--- src/rtl/isp_expo_responder.sv ---
`default_nettype none
// ============================================================================
// isp_expo_responder: fetches a 3x32x32 picture, applies the exposure ratio,
// streams adjusted bytes back and reports the average gray level.
// Optional result cache: define ISP_EXPO_CACHE_EN.   Rev 1.0
// ============================================================================
module isp_expo_responder #(
    parameter int                 ADDR_W    = 17,
    parameter logic [ADDR_W-1:0]  BASE_ADDR = 17'h10000,
    parameter int                 PIC_BYTES = 3072
) (
    input  logic              clk,
    input  logic              rst_n,
    input  logic              in_valid,
    input  logic [3:0]        in_pic_no,
    input  logic [1:0]        in_ratio_mode,
    output logic              rd_req,
    output logic [ADDR_W-1:0] rd_addr,
    input  logic              rd_ack,
    input  logic              pix_valid,
    input  logic [7:0]        pix_data,
    output logic              wb_valid,
    output logic [7:0]        wb_data,
    output logic              busy,
    output logic              out_valid,
    output logic [7:0]        out_data
);

    localparam logic [2:0]  S_IDLE    = 3'd0;
    localparam logic [2:0]  S_REQ     = 3'd1;
    localparam logic [2:0]  S_RECV    = 3'd2;
    localparam logic [2:0]  S_FLUSH   = 3'd3;
    localparam logic [2:0]  S_DONE    = 3'd4;
    localparam logic [2:0]  S_HIT     = 3'd5;
    localparam logic [11:0] LAST_BEAT = 12'(PIC_BYTES - 1);

    logic [2:0]  state_q, state_d;
    logic [3:0]  pic_q;
    logic [1:0]  ratio_q;
    logic [11:0] cnt_q;
    logic [17:0] acc_q;
    logic        wb_valid_q;
    logic [7:0]  wb_data_q;

    logic        cache_hit;
    logic [7:0]  cache_res;
    logic [7:0]  adj;
    logic [7:0]  contrib;
    logic        beat;
    logic        accept;

    assign accept = (state_q == S_IDLE) && in_valid;
    assign beat   = (state_q == S_RECV) && pix_valid;

    always_comb begin
        adj = pix_data;
        case (ratio_q)
            2'd0:    adj = {2'b00, pix_data[7:2]};
            2'd1:    adj = {1'b0, pix_data[7:1]};
            2'd2:    adj = pix_data;
            default: adj = pix_data[7] ? 8'hFF : {pix_data[6:0], 1'b0};
        endcase
    end

    // Gray weighting 1/4 R + 1/2 G + 1/4 B; channel comes from the beat count.
    assign contrib = (cnt_q[11:10] == 2'd1) ? {1'b0, adj[7:1]} : {2'b00, adj[7:2]};

`ifdef ISP_EXPO_CACHE_EN
    logic [15:0] cvld_q;
    logic [7:0]  cres_q [16];

    assign cache_hit = in_valid && (in_ratio_mode == 2'd2) && cvld_q[in_pic_no];
    assign cache_res = cres_q[in_pic_no];

    always_ff @(posedge clk or negedge rst_n) begin
        if (!rst_n) begin
            cvld_q <= '0;
        end else if (state_q == S_DONE) begin
            cvld_q[pic_q] <= 1'b1;
        end
    end

    always_ff @(posedge clk) begin
        if (state_q == S_DONE) begin
            cres_q[pic_q] <= acc_q[17:10];
        end
    end
`else
    assign cache_hit = 1'b0;
    assign cache_res = 8'd0;
`endif

    always_ff @(posedge clk or negedge rst_n) begin
        if (!rst_n) begin
            state_q <= S_IDLE;
        end else begin
            state_q <= state_d;
        end
    end

    always_comb begin
        state_d = state_q;
        case (state_q)
            S_IDLE:  if (in_valid) state_d = cache_hit ? S_HIT : S_REQ;
            S_REQ:   if (rd_ack) state_d = S_RECV;
            S_RECV:  if (pix_valid && (cnt_q == LAST_BEAT)) state_d = S_FLUSH;
            S_FLUSH: state_d = S_DONE;
            S_HIT:   state_d = S_DONE;
            S_DONE:  state_d = S_IDLE;
            default: state_d = S_IDLE;
        endcase
    end

    always_comb begin
        rd_req    = (state_q == S_REQ);
        rd_addr   = '0;
        busy      = (state_q != S_IDLE);
        out_valid = (state_q == S_DONE);
        out_data  = '0;
        wb_valid  = wb_valid_q;
        wb_data   = wb_data_q;
        if (state_q == S_REQ) begin
            rd_addr = BASE_ADDR + ADDR_W'(pic_q) * ADDR_W'(PIC_BYTES);
        end
        if (state_q == S_DONE) begin
            out_data = acc_q[17:10];
        end
    end

    // A cache hit preloads the accumulator so DONE reads the result uniformly.
    always_ff @(posedge clk or negedge rst_n) begin
        if (!rst_n) begin
            pic_q      <= '0;
            ratio_q    <= '0;
            cnt_q      <= '0;
            acc_q      <= '0;
            wb_valid_q <= 1'b0;
            wb_data_q  <= '0;
        end else begin
            wb_valid_q <= beat;
            wb_data_q  <= beat ? adj : 8'd0;
            if (accept) begin
                pic_q   <= in_pic_no;
                ratio_q <= in_ratio_mode;
                cnt_q   <= '0;
                acc_q   <= {(cache_hit ? cache_res : 8'd0), 10'd0};
            end else if (beat) begin
                cnt_q <= cnt_q + 12'd1;
                acc_q <= acc_q + {10'd0, contrib};
            end
        end
    end

endmodule
`default_nettype wire

--- config.mk ---
export PLATFORM = sky130hd
export DESIGN_NAME = isp_expo_responder
export DESIGN_NICKNAME = d
export VERILOG_FILES = /design/src/rtl/isp_expo_responder.sv
export SDC_FILE = /design/constraint.sdc
export NUM_CORES = 1
export LEC_CHECK = 0
export ABC_AREA = 1
export CORE_AREA = 2 2 87 89
export CTS_BUF_LIST = sky130_fd_sc_hd__clkbuf_4
export CTS_CLUSTER_DIAMETER = 150
export DETAILED_ROUTE_END_ITERATION = 12
export DIE_AREA = 0 0 89 91
export PLACE_DENSITY = 0.8
export SLEW_MARGIN = 40
export SYNTH_ARGS = -nofsm -noshare
export SYNTH_HDL_FRONTEND = slang
export SYNTH_SLANG_ARGS = --single-unit
export TNS_END_PERCENT = 1
--- constraint.sdc ---
create_clock -name clk -period 2.4 [get_ports clk]
set_input_delay 0.6 -clock clk [delete_from_list [all_inputs] [get_ports clk]]
set_output_delay 0.6 -clock clk [all_outputs]
set_load 0.01 [all_outputs]
==> run metrics <==
result of the run=complete, but fails checks; violations in the final reports=negative setup slack; final standard cell utilization of the core=between 50% and 60%; CTS tree=done; cell-by-cell trace of the critical path=nor3_1 > buf_4 > inv_1 > nor2_1 > clkdlybuf4s50_1; crit path time final=about 2.5 ns; Worst R2R Setup Slack=roughly 0.010 ns; power per cell area=between 900 and 1000 nW/um^2; Crit Path Category=reg2out; worst reg2reg path startpoint=ratio_q[0]$_DFFE_PN0P_; Area Overhead vs Synth=28.4%; number of CTS-inserted buffers=5; half-perimeter wire length of the detailed placement result=5500 um; final count of pins violating max slew=0; Crit path max-delay family=buffers and inverters; worst endpoint data arrival time=between 1.5 and 2 ns; Core Footprint=about 7100 um^2; synthesized area divided by synthesized cell count=around 7.1 um^2; final setup violation count=13; leakage=0.00207 uW; minimum setup slack after placement=-0.632 ns; Worst path max stage delay=~0.54 ns; number of hold buffers added after CTS=0; first-pass GRT wire length=12600 um; gp weighted congestion=about 0.96; post-synthesis cell type count=37; Mapped Cells=~440; Worst Reg2Reg Path Length in Cells=15; number of design-rule violations left by the first detailed-router iteration=about 220; Async SR Flop Fraction=100%; final routed wirelength across all metal layers=7320 um; endpoint kind of the worst setup timing path=output pin; cell type contributing the most total cell area after synthesis=sky130_fd_sc_hd__dfrtp_1; maximum clock path buffer count=2; Cell Rows=31; Yosys warning count=0; area of the mapped netlist=3130 um^2; beginning of the critical path=state_q[0]$_DFFE_PN0P_; vias in the first global route=between 3000 and 4000; startpoint type of the worst setup path=register; number of antenna violations at the first check in global routing=0; total congestion overflow after global routing=0; first drt pass iteration count=6; unrepaired setup endpoints after global routing=yes; pin count of the biggest net entering global routing=30; number of design rule violations left after detail routing=0; post-place instance area=slightly below 4000 um^2; Nets=approximately 560; initial core utilization=43.8%; Skew-Pair Late Insertion Delay=about 0.36 ns; antenna cells=0; Top-Level Pins=56; register bit count reported by yosys=between 40 and 50; post-layout instance area=~4000 um^2; largest cells by area after synthesis=sky130_fd_sc_hd__dfrtp_1 (38%), sky130_fd_sc_hd__nand2_1 (13%), sky130_fd_sc_hd__nor2_1 (7.7%); leading register cell type out of synthesis=sky130_fd_sc_hd__dfrtp_1; capture point of the critical path=out_data[1]; total number of vias=between 3000 and 4000; Avg WL per Cell=11.7 um; final period utilization=106%; endpoints failing hold=0; Slowest cell on crit path=sky130_fd_sc_hd__clkdlybuf4s50_1; fraction of post-synthesis cell area in the top cell type by area=approximately 38%; IO Port Bufs=between 40 and 50; share of cells above drive strength 1=roughly 16%; Worst Slack Setup Final=-0.134 ns; max cap viols=0; maximum fanout along the worst path=8; GR Util All Layers=between 10% and 20%; vertical die dimension=about 90 um; die width=around 89 um; remaining antenna violation count=0; top achievable clock speed=395 MHz; overall die area=a little over 8000 um^2; Max VDD drop=around 0.00054 V; path type of the worst min-delay path=in2async; number of filler instances in the final layout=roughly 660; sequential-to-total area share from yosys stat=between 30% and 40%; number of buffer and inverter stages on the critical path=3; CP Data Required Time=between 1.5 and 2 ns; number of vias per cell=4.96; clock root buffer=sky130_fd_sc_hd__clkbuf_4; most used standard cell by instance count after synthesis=sky130_fd_sc_hd__nand2_1; setup_tns=-1.12 ns; list of most frequent post-synthesis cells=sky130_fd_sc_hd__nand2_1 (111), sky130_fd_sc_hd__nor2_1 (64), sky130_fd_sc_hd__inv_1 (56); reg-to-reg critical path endpoint=acc_q[5]$_DFFE_PN0P_; Clock transition at path regs=between 0.1 and 0.15 ns; clk_skew=a little over 0.007 ns; number of flops mapped to enable cells by yosys=0; H-tree levels=2; number of sinks on the clock net=48; number of cells on the critical path=5
## state kept, by name, summed over array words and instances, names as in the netlist
signal	count
cnt_q	12
wb_data	8
pic_q	4
acc_q	18
wb_valid	1
ratio_q	2
state_q	3
## power breakdown
group          switching, uW  internal (uW)
registers                128            959
clock network            260            136
logic                   1180           1010
## how the worst min path moves through the flow
stage                                 endpoint  slack, ns  depth (start not counted)
after global placement    acc_q[4]$_DFFE_PN0P_       0.47                          2
after detailed placement  acc_q[6]$_DFFE_PN0P_       0.48                          2
final                     wb_data[3]$_DFF_PN0_       0.17                          1
after floorplan           acc_q[0]$_DFFE_PN0P_       0.30                          0
after global routing      wb_data[4]$_DFF_PN0_       0.19                          1
after CTS                 wb_data[3]$_DFF_PN0_       0.17                          1
## cell type report
cell class	count	area [um^2]	area share, %
Inverter	59	221	5.52
Timing Repair Buffer	85	737	18.4
Tap cell	99	124	3.09
Sequential cell	48	1200	30.0
Multi-Input combinational cell	324	1670	41.7
Clock inverter	1	3.75	0.0935
Clock buffer	7	52.6	1.31
## cells by family (layout without fill, tap and decap cells)
| family | Yosys count | in the layout | share of synthesized area [%] |
|---|---|---|---|
| xor gates and xnor gates | 2 | 2 | 0.560 |
| muxes | 3 | 3 | 0.960 |
| DFF | 48 | 48 | 38.4 |
| buffers and inverters | 79 | 152 | 11.4 |
| other | 1 | 10 | 0.120 |
| adders and majority gates | 15 | 15 | 6.48 |
| and+or+nand+nor | 236 | 236 | 31.7 |
| AOI/OAI and AO/OA | 58 | 58 | 10.3 |
## what timing repair did
action                                 CTS  global route
buffers inserted                         2             0
gates resized for setup                 33            27
pin swaps                                1             1
setup endpoints to repair               30            29
endpoints found under the hold margin    0             0
## per-stage QoR
| stage | hold slack [ns] | total power [uW] | instances |
|---|---|---|---|
| after floorplan | 0.304 | 2280 | 451 |
| after global placement | 0.472 | 3080 | 613 |
| after detailed placement | 0.483 | 3160 | 613 |
| after CTS | 0.173 | 3570 | 623 |
| after global routing | 0.194 | 3990 | 623 |
| final | 0.173 | 3670 | 623 |
## routing by layer
layer / vias up / wire (um) / track usage, %
li1: 1545 / - / -
met1: 1448 / 3170 / 23.6
met2: 85 / 3730 / 33.0
met3: 12 / 334 / 3.55
met4: 0 / 89 / 4.85
met5: - / 0 / 0
## layout by cell type, fill, tap and decap left out, drive strengths merged, types with 2 or more instances in the layout
master,synthesis,routed
dlygate4sd2,0,5
and3,2,2
inv,58,59
nand4,8,8
or2,2,2
mux2i,3,3
nor3,5,5
conb,1,10
dfrtp,48,48
clkdlybuf4s50,0,33
a22o,2,2
clkbuf,2,8
buf,18,44
ha,13,13
nand3,36,36
a21oi,15,15
nand2,114,114
fa,2,2
dlymetal6s2s,0,2
nor2,68,68
o21ai,33,33
(Power assumes the default switching activity.)
